### src/rtl/quad_steer_decoder.sv
// Quadrature steering decoder: synchronizes the raw A/B phases, debounces them
// with a hold-count filter, and decodes accepted phase pairs into a wrapped
// absolute position, a saturating signed delta, a step pulse with direction
// and a sticky illegal-transition flag.
module quad_steer_decoder #(
   parameter int SYNC_STAGES   = 2,
   parameter int FILTER_CYCLES = 4,
   parameter int POS_WIDTH     = 8
) (
   input  logic                 CLK,
   input  logic                 Reset_n,
   input  logic                 ce,
   input  logic                 steer_a,
   input  logic                 steer_b,
   input  logic                 clr,
   input  logic                 rd_delta,
   output logic [POS_WIDTH-1:0] pos,
   output logic signed [7:0]    delta,
   output logic                 step,
   output logic                 dir,
   output logic                 err,
   output logic                 primed
);

   localparam int CNT_W = (FILTER_CYCLES < 2) ? 1 : $clog2(FILTER_CYCLES + 1);
   localparam logic [CNT_W-1:0] FILT_MAX  = CNT_W'(FILTER_CYCLES);
   localparam logic [CNT_W-1:0] FILT_LAST = CNT_W'(FILTER_CYCLES - 1);
   localparam logic [CNT_W-1:0] CNT_ONE   = CNT_W'(1);
   localparam logic signed [7:0] DELTA_MAX = 8'sh7F;
   localparam logic signed [7:0] DELTA_MIN = 8'sh80;

   typedef enum logic [1:0] {
      MOVE_NONE,
      MOVE_RIGHT,
      MOVE_LEFT,
      MOVE_ILLEGAL
   } move_e;

   logic [2*SYNC_STAGES-1:0] syncQ;
   logic [1:0]               syncOut;

   logic [1:0]       candQ, candD;
   logic [CNT_W-1:0] cntQ, cntD;
   logic             pendValidQ, pendValidD;
   logic [1:0]       pendValQ, pendValD;

   logic [1:0]           stateQ, stateD;
   logic                 primedQ, primedD;
   logic [POS_WIDTH-1:0] posQ, posD;
   logic signed [7:0]    deltaQ, deltaD;
   logic signed [7:0]    deltaBase;
   logic                 stepQ, stepD;
   logic                 dirQ, dirD;
   logic                 errQ, errD;
   move_e                move;

   assign syncOut = syncQ[2*SYNC_STAGES-1 -: 2];

   // Shift the asynchronous phase pair through the synchronizer chain every
   // clock; the oldest pair at the top of the chain is the one the filter uses.
   always_ff @(posedge CLK or negedge Reset_n) begin
      if (!Reset_n) begin
         syncQ <= '0;
      end else begin
         syncQ <= {syncQ[2*SYNC_STAGES-3:0], steer_a, steer_b};
      end
   end

   // Hold-count filter: a new pair restarts the count, a steady pair counts up
   // to the limit and saturates there, so each candidate is handed on exactly
   // once, on the sample where its count first reaches the limit. The handed-on
   // pair waits in a one-sample pending register for the decoder.
   always_comb begin
      candD      = candQ;
      cntD       = cntQ;
      pendValidD = pendValidQ;
      pendValD   = pendValQ;
      if (ce) begin
         pendValidD = 1'b0;
         if (syncOut != candQ) begin
            candD = syncOut;
            cntD  = CNT_ONE;
            if (FILT_MAX == CNT_ONE) begin
               pendValidD = 1'b1;
               pendValD   = syncOut;
            end
         end else if (cntQ < FILT_MAX) begin
            cntD = cntQ + CNT_ONE;
            if (cntQ == FILT_LAST) begin
               pendValidD = 1'b1;
               pendValD   = syncOut;
            end
         end
      end
   end

   // Filter candidate, hold count and pending accepted pair.
   always_ff @(posedge CLK or negedge Reset_n) begin
      if (!Reset_n) begin
         candQ      <= '0;
         cntQ       <= '0;
         pendValidQ <= 1'b0;
         pendValQ   <= '0;
      end else begin
         candQ      <= candD;
         cntQ       <= cntD;
         pendValidQ <= pendValidD;
         pendValQ   <= pendValD;
      end
   end

   // Classify the pending pair against the last decoded pair; nothing is
   // classified until the decoder has been primed by its first accepted pair.
   always_comb begin
      move = MOVE_NONE;
      if (ce && pendValidQ && primedQ) begin
         case ({stateQ, pendValQ})
            4'b00_01, 4'b01_11, 4'b11_10, 4'b10_00: move = MOVE_RIGHT;
            4'b00_10, 4'b10_11, 4'b11_01, 4'b01_00: move = MOVE_LEFT;
            4'b00_11, 4'b11_00, 4'b01_10, 4'b10_01: move = MOVE_ILLEGAL;
            default:                                move = MOVE_NONE;
         endcase
      end
   end

   // Next outputs: a read strobe restarts delta from zero before the current
   // step is added so the step is never lost, clear forces position to zero
   // but loses to an illegal transition arriving on the same cycle.
   always_comb begin
      stateD  = stateQ;
      primedD = primedQ;
      posD    = posQ;
      stepD   = 1'b0;
      dirD    = dirQ;
      errD    = errQ;
      deltaBase = rd_delta ? 8'sh00 : deltaQ;
      deltaD    = deltaBase;
      if (ce && pendValidQ) begin
         stateD  = pendValQ;
         primedD = 1'b1;
      end
      case (move)
         MOVE_RIGHT: begin
            posD  = posQ + POS_WIDTH'(1);
            deltaD = (deltaBase == DELTA_MAX) ? DELTA_MAX : deltaBase + 8'sh01;
            dirD  = 1'b1;
            stepD = 1'b1;
         end
         MOVE_LEFT: begin
            posD  = posQ - POS_WIDTH'(1);
            deltaD = (deltaBase == DELTA_MIN) ? DELTA_MIN : deltaBase - 8'sh01;
            dirD  = 1'b0;
            stepD = 1'b1;
         end
         MOVE_ILLEGAL: begin
            errD = 1'b1;
         end
         default: begin
            errD = errQ;
         end
      endcase
      if (clr) begin
         posD = '0;
         errD = (move == MOVE_ILLEGAL);
      end
   end

   // Decoder state and registered outputs.
   always_ff @(posedge CLK or negedge Reset_n) begin
      if (!Reset_n) begin
         stateQ  <= '0;
         primedQ <= 1'b0;
         posQ    <= '0;
         deltaQ  <= '0;
         stepQ   <= 1'b0;
         dirQ    <= 1'b0;
         errQ    <= 1'b0;
      end else begin
         stateQ  <= stateD;
         primedQ <= primedD;
         posQ    <= posD;
         deltaQ  <= deltaD;
         stepQ   <= stepD;
         dirQ    <= dirD;
         errQ    <= errD;
      end
   end

   assign pos    = posQ;
   assign delta  = deltaQ;
   assign step   = stepQ;
   assign dir    = dirQ;
   assign err    = errQ;
   assign primed = primedQ;

endmodule
### config.mk
export PLATFORM = sky130hd
export DESIGN_NAME = quad_steer_decoder
export DESIGN_NICKNAME = d
export VERILOG_FILES = /design/src/rtl/quad_steer_decoder.sv
export SDC_FILE = /design/constraint.sdc
export NUM_CORES = 1
export LEC_CHECK = 0
export ABC_AREA = 1
export BUFFER_PORTS_ARGS = -buffer_cell sky130_fd_sc_hd__buf_2
export CAP_MARGIN = 20
export CORE_MARGIN = 2
export CORE_UTILIZATION = 58
export DETAILED_ROUTE_END_ITERATION = 12
export PLACE_DENSITY = 0.83
export SLEW_MARGIN = 25
export SYNTH_ARGS = -nofsm -noshare
export SYNTH_HDL_FRONTEND = slang
export SYNTH_SLANG_ARGS = --single-unit
### constraint.sdc
create_clock -name CLK -period 3 [get_ports CLK]
set_clock_uncertainty 0.2 [all_clocks]
set_input_delay 0.6 -clock CLK [delete_from_list [all_inputs] [get_ports CLK]]
set_output_delay 0.6 -clock CLK [all_outputs]
set_load 0.05 [all_outputs]
==> results of run 1 <==
[flip-flops by register name, summed over array words and instances, names as in the netlist]
register    cells
delta           8
pos             8
syncQ           4
cntQ            3
candQ           2
pendValQ        2
stateQ          2
dir             1
err             1
pendValidQ      1
primed          1
step            1
[logic make-up (layout without fill, tap and decap cells)]
| family | count (synthesis) | count (layout) |
|---|---|---|
| adders and majority gates | 14 | 14 |
| muxes | 1 | 1 |
| DFF | 34 | 34 |
| AOI/OAI and AO/OA | 43 | 43 |
| xor gates and xnor gates | 8 | 8 |
| buffers and inverters | 43 | 77 |
| and+or+nand+nor | 148 | 148 |
[placed cells by master (no fill, tap or decap), types with 4 or more instances in the layout]
| master | n |
|---|---|
| a21oi_1 | 8 |
| buf_2 | 26 |
| buf_4 | 4 |
| clkbuf_8 | 6 |
| dfrtp_1 | 34 |
| ha_1 | 13 |
| inv_1 | 34 |
| inv_2 | 4 |
| nand2_1 | 74 |
| nand2_2 | 8 |
| nand3_1 | 18 |
| nand4_1 | 7 |
| nor2_1 | 25 |
| nor2_2 | 4 |
| o21ai_0 | 19 |
| o21ai_1 | 6 |
| xor2_1 | 5 |
[worst reg2reg max path, delay by kind of cell, from the launching register on]
family / cells / cell delay (ns)
AO/OA/AOI/OAI: 4 / 0.52
flip-flops: 1 / 0.44
AND/OR/NAND/NOR: 4 / 0.42
XOR/XNOR: 1 / 0.16
adder cells (fa/ha/maj): 2 / 0.69
buffers and inverters: 1 / 0.09
[per-stage QoR]
| stage | setup slack (ns) | total power, mW | cell area, µm² | util, % | hold WS, ns |
|---|---|---|---|---|---|
| 6_report | 0.364 | 1.16 | 2520 | 68.4 | 0.151 |
| 3_5_place_dp | 0.162 | 0.827 | 2430 | 65.9 | 0.140 |
| 2_1_floorplan | 0.474 | 0.756 | 2250 | - | 0.104 |
| 3_3_place_gp | 0.270 | 0.813 | 2430 | 65.9 | 0.136 |
| 5_1_grt | 0.0217 | 1.23 | 2520 | 68.4 | 0.158 |
| 4_1_cts | 0.381 | 1.17 | 2520 | 68.4 | 0.155 |
[final timing paths]
check / from / to / slack (ns) / depth (start not counted)
worst max-delay path: stateQ[0]$_DFFE_PN0N_ / pos[5]$_DFFE_PN0P_ / 0.36 / 12
worst min-delay path: syncQ[1]$_DFF_PN0_ / syncQ[3]$_DFF_PN0_ / 0.15 / 0
worst max register to register: stateQ[0]$_DFFE_PN0N_ / pos[5]$_DFFE_PN0P_ / 0.36 / 12
worst min register to register: syncQ[1]$_DFF_PN0_ / syncQ[3]$_DFF_PN0_ / 0.15 / 0
max in group asynchronous: Reset_n / stateQ[1]$_DFFE_PN0N_ / 1.93 / 1
min in group asynchronous: Reset_n / stateQ[0]$_DFFE_PN0N_ / 0.19 / 1
[layer usage]
metal / global-route usage (%) / vias up
met5: 0 / -
li1: - / 1006
met3: 5.62 / 2
met4: 6.38 / 0
met1: 30.3 / 923
met2: 39.4 / 54
[synthesized netlist by cell type]
cell type  count
nor3_2         2
mux2_2         1
nand3_4        1
fa_1           1
clkinv_1       1
ha_1          13
dfrtp_1       34
o21ai_1        6
or2_2          1
nand2_2        8
inv_1         34
a21oi_1        8
nand2_1       74
a22oi_1        1
nand3b_1       1
nand3_1       18
nor2_2         4
nand3_2        2
xnor2_1        3
nand4_1        7
buf_12         1
nor2_1        25
a31oi_1        2
nand2_4        2
o211ai_1       2
buf_2          3
o21bai_1       2
inv_2          4
o21ai_0       19
o21ai_2        1
a22o_1         1
a21oi_2        1
xor2_1         5
nor2_4         3
[power by group]
part | total [mW] | internal, mW | switching (mW)
logic | 0.258 | 0.0884 | 0.169
registers | 0.561 | 0.512 | 0.0490
clock network | 0.341 | 0.185 | 0.156
[layout make-up]
class | instances | area, µm² | share of cell area (%)
timing repair buffer | 30 | 160 | 6.35
clock buffer | 7 | 86.3 | 3.42
multi-input combinational | 214 | 1210 | 48.1
clock inverter | 1 | 5.00 | 0.198
sequential | 34 | 851 | 33.7
tap | 48 | 60.1 | 2.38
inverter | 39 | 146 | 5.80
==> results.json, run 1 <==
{
  "tns_ns": 0,
  "crit_family": "adder cells",
  "ir_worst_vdd_mv": 0.443,
  "root_buffer": "clkbuf_8",
  "ys_ff_latch": 34,
  "htreeDepth": 2,
  "final.period_utilization_pct": 87.9,
  "drt_iter0_drc": 151,
  "fin_cells": 373,
  "cts_hold_repair.buffers": 0,
  "synth_compound_area_share_pct": 10.8,
  "fillCellCount": 323,
  "num_antenna_cells": 0,
  "core_um2": 3690,
  "dp_hpwl_mm": 3.55,
  "gp_congestion": 0.947,
  "cp_max_fo": 8,
  "m1WireLength_mm": 2.07,
  "crit_top_cell": "nand2_1",
  "slowest_stage": "dfrtp_1",
  "dpl.cell_count": 365,
  "cellPowerDensity_nw_per_um2": 459,
  "routed-wl-met2_mm": 2.32,
  "row_count": 22,
  "post-synth-top-area-cell": "dfrtp_1",
  "outcome": "completed",
  "crit_buf_inv": 1,
  "rsz0062_at_grt": "no",
  "numPortBuffers": 26,
  "syn_inst": 291,
  "synth-simple-area-share_pct": 31.5,
  "synth_fa_ha_area_share_pct": 8.13,
  "met3WireLength_um": 224,
  "highest_layer": "met4",
  "ys_warn_count": 0,
  "drive_gt1_share_pct": 20.6,
  "cp_data_required_time_ns": 2.97,
  "ys_types": 34,
  "drtAntennaViolNets": 0,
  "cts_setup_buffers": 0,
  "start_util_pct": 60.9,
  "die_y_um": 66.2,
  "cts_sinks": 34,
  "track_usage_pct": 23.5,
  "leakage_nw": 1.40,
  "slew_viol_final": 0,
  "antenna_found_initial": 0,
  "ys_seq_area_share_pct": 37.9,
  "syn_to_final_growth_pct": 12.3,
  "cts.repair.resized": 0,
  "dieArea_um2": 4390,
  "cpPeakStageDelay_ns": 0.44,
  "grt_overflow": 0,
  "viasPerCell": 5.32,
  "crit_path_start_kind": "flop",
  "clk_pin_slew_ns": 0.07,
  "grt_pass1_vias": 1834,
  "synthMuxAreaShare_pct": 0.501,
  "cts_tree": "yes",
  "synth.area.top_cells": "dfrtp_1 (38%), nand2_1 (12%), ha_1 (7.2%), inv_1 (5.7%), o21ai_0 (4.2%)",
  "numCtsBuffers": 5,
  "end_kind": "flop",
  "wirelength_mm": 4.64,
  "final_hold_viol_count": 0,
  "drc": 0,
  "syn_area_um2": 2250,
  "slew_headroom_pct": 49.7,
  "vias": 1985,
  "synth_xor_xnor_area_share_pct": 3.12,
  "routedWlPerCell_um": 12.4,
  "insertion_delay_ns": 0.28,
  "cp.arrival_ns": 2.60,
  "synth.avg_cell_area_um2": 7.72,
  "period_minus_slack_ns": 2.64,
  "worstMarginPinSlew_ns": 0.755,
  "clk_path_buf_depth": 2,
  "synth_top_family_by_area": "simple AND/OR/NAND/NOR gates",
  "grt_max_degree": 35,
  "grt_pass1_wl_mm": 7.92,
  "synthDominantCellAreaShare_pct": 37.9,
  "timing.fmax_ghz": 0.379,
  "setup_violations": 0,
  "maxCapViolCount": 0,
  "drt_first_pass_iters": 4,
  "io_pins": 27,
  "worstSetupPathType": "flop to flop",
  "min_path_type": "flop to flop",
  "layout.nets": 345,
  "synth_nets": 312,
  "die_width_um": 66.2,
  "worstPathCellList": "nand2_1, o21ai_0, a21oi_1, nand2_1, inv_1, ha_1, ha_1, nand2_1, nand3_1, a21oi_1, xor2_1, o21ai_1"
}
Note: power is estimated with default switching activity, not from simulation.
==> run 2, diff against run 1 <==
--- a/config.mk
+++ b/config.mk
@@ -5,7 +5,6 @@
 export SDC_FILE = /design/constraint.sdc
 export NUM_CORES = 1
 export LEC_CHECK = 0
-export ABC_AREA = 1
 export BUFFER_PORTS_ARGS = -buffer_cell sky130_fd_sc_hd__buf_2
 export CAP_MARGIN = 20
 export CORE_MARGIN = 2
==> results.json, run 2 <==
{
  "ys_types": 49,
  "synthFlopType": "dfrtp_1",
  "clk_path_buf_depth": 2,
  "cts_tree": "yes",
  "outcome": "completed",
  "num_antenna_cells": 0,
  "tns_ns": 0,
  "core_um2": 3690,
  "fillCellCount": 296,
  "synth.avg_cell_area_um2": 9.44,
  "final.period_utilization_pct": 95.3,
  "worstMarginPinSlew_ns": 0.752,
  "crit_path_start_kind": "flop",
  "mostFrequentLayoutCells": "dfrtp_1 (33), buf_2 (26), nand2_1 (20), nor2_1 (19), a21oi_1 (16)",
  "grt_overflow": 0,
  "drc": 0,
  "hold_depth": 0,
  "synthDominantCellAreaShare_pct": 38.0,
  "multi_input_area_um2": 1320,
  "antenna_found_initial": 0,
  "cts_sinks": 34,
  "synth.area.top_cells": "dfrtp_1 (38%), ha_1 (7.3%), a21oi_1 (4.0%), o21ai_0 (3.6%), nand2_1 (3.4%)",
  "timing.fmax_ghz": 0.350,
  "drt_iter0_drc": 116,
  "die_width_um": 66.1,
  "worstReg2RegStart": "pendValQ[1]$_DFFE_PN0P_",
  "dp_hpwl_mm": 3.28,
  "viasPerCell": 5.87,
  "drive_gt1_share_pct": 24.4,
  "gp_congestion": 0.922,
  "root_buffer": "clkbuf_8",
  "r2r_end": "pos[7]$_DFFE_PN0P_",
  "grtUsageMet1_pct": 30.5,
  "syn_area_um2": 2240,
  "post-synth-top-area-cell": "dfrtp_1",
  "syn_to_final_growth_pct": 16.8,
  "rrSetupSlack_ns": 0.14,
  "vias": 1866,
  "cts_hold_repair.buffers": 0,
  "setup_violations": 0,
  "worstSetupPathType": "flop to flop",
  "synth_edf_count": 0,
  "hold_end": "syncQ[3]$_DFF_PN0_",
  "end_kind": "flop",
  "synth_common_cells": "dfrtp_1 (34), nand2_1 (20), nor2_1 (19)",
  "ys_warn_count": 0,
  "layout.nets": 290,
  "drt_first_pass_iters": 5,
  "io_pins": 27,
  "ys_seq_area_share_pct": 38.0,
  "gr-usage-met3_pct": 5.28,
  "grt.busiest_layer": "met2",
  "power_mw": 1.34,
  "row_count": 22,
  "period_minus_slack_ns": 2.86,
  "min_from": "syncQ[1]$_DFF_PN0_",
  "r2r_cells": 11,
  "fin_cells": 318,
  "drtAntennaViolNets": 0,
  "final_common_cell": "dfrtp_1",
  "cp_max_fo": 9,
  "gr-usage-met2_pct": 39.8,
  "die_y_um": 66.1,
  "regArea_um2": 852,
  "slew_headroom_pct": 49.8,
  "clk_pin_slew_ns": 0.07,
  "htreeDepth": 2,
  "ys_ff_latch": 34,
  "routedWlPerCell_um": 14.9,
  "grt_max_degree": 35,
  "grt_pass1_vias": 1705,
  "cellPowerDensity_nw_per_um2": 514,
  "leakage_nw": 1.23,
  "insertion_delay_ns": 0.29,
  "async_flop_share_pct": 100,
  "fin_area_um2": 2610,
  "cp_data_required_time_ns": 2.98,
  "syn_inst": 237,
  "placed_area_um2": 2440,
  "synth_most_common_cell": "dfrtp_1",
  "wirelength_mm": 4.73,
  "start_util_pct": 60.7,
  "track_usage_pct": 23.8,
  "synth_nets": 258,
  "dpl.cell_count": 309,
  "maxCapViolCount": 0,
  "ir_worst_vdd_mv": 0.337,
  "numPortBuffers": 26,
  "cp.arrival_ns": 2.84,
  "final_hold_viol_count": 0,
  "numCtsBuffers": 5,
  "slew_viol_final": 0,
  "dieArea_um2": 4370,
  "min_path_type": "flop to flop",
  "grt_pass1_wl_mm": 7.82
}
run 2: logic make-up after synthesis:
logic type      Yosys count  share of synthesized area (%)
mux                      11                           5.53
flops                    34                           38.0
buf+inv                  21                           4.75
xor+xnor                 10                           3.91
fa+ha+maj                14                           8.16
simple gates             80                           20.0
compound gates           67                           19.7
run 2: area by class of cell:
class / count / area share, %
Clock inverter: 3 / 2.63
Sequential cell: 34 / 32.6
Multi-Input combinational cell: 182 / 50.6
Clock buffer: 5 / 2.63
Timing Repair Buffer: 36 / 7.85
Inverter: 10 / 1.44
Tap cell: 48 / 2.30
run 2: how the worst max path moves through the flow:
stage	startpoint	slack, ns	end	depth (start not counted)
floorplan	ce	0.05	pos[7]$_DFFE_PN0P_	10
global placement	ce	0.11	pos[7]$_DFFE_PN0P_	10
detailed placement	ce	0.05	pos[7]$_DFFE_PN0P_	10
CTS	pendValQ[1]$_DFFE_PN0P_	0.05	pos[7]$_DFFE_PN0P_	11
global route	pendValQ[1]$_DFFE_PN0P_	-0.005	pos[7]$_DFFE_PN0P_	11
finish	pendValQ[1]$_DFFE_PN0P_	0.14	pos[7]$_DFFE_PN0P_	11
run 2: per-stage QoR:
stage	util [%]	hold slack [ns]	worst slack [ns]
2_1_floorplan	-	0.104	0.0450
6_report	70.9	0.158	0.141
5_1_grt	70.9	0.173	-0.00503
3_5_place_dp	66.2	0.140	0.0550
4_1_cts	69.9	0.158	0.0472
3_3_place_gp	66.2	0.135	0.108
run 2: power by group:
group | total (mW) | internal [mW] | switching (mW)
Clock | 0.515 | 0.333 | 0.182
Sequential | 0.566 | 0.513 | 0.0534
Combinational | 0.263 | 0.112 | 0.151
Total | 1.34 | 0.958 | 0.386
run 2: layer usage:
metal  share of wire, %  wire length [µm]  vias to the layer above
met5                  0                 0                        -
met2                 49              2320                       56
met4                1.2                59                        0
li1                   -                 -                      911
met3                5.7               270                        6
met1                 44              2080                      893
run 2: what timing repair did:
item,in CTS,in global routing
setup buffers,0,1
resized for setup,0,7
endpoints found under the setup margin,0,1
run 2: critical path, stage by stage (launching register included):
cell and delay [ns]:
dfrtp_2 0.46, nor2_1 0.16, o21ai_0 0.10, o21ai_1 0.12, nor2b_4 0.20, ha_4 0.22, ha_1 0.27, o211ai_1 0.23
nor2_1 0.08, mux2_1 0.31, o21a_1 0.12, mux2_4 0.29
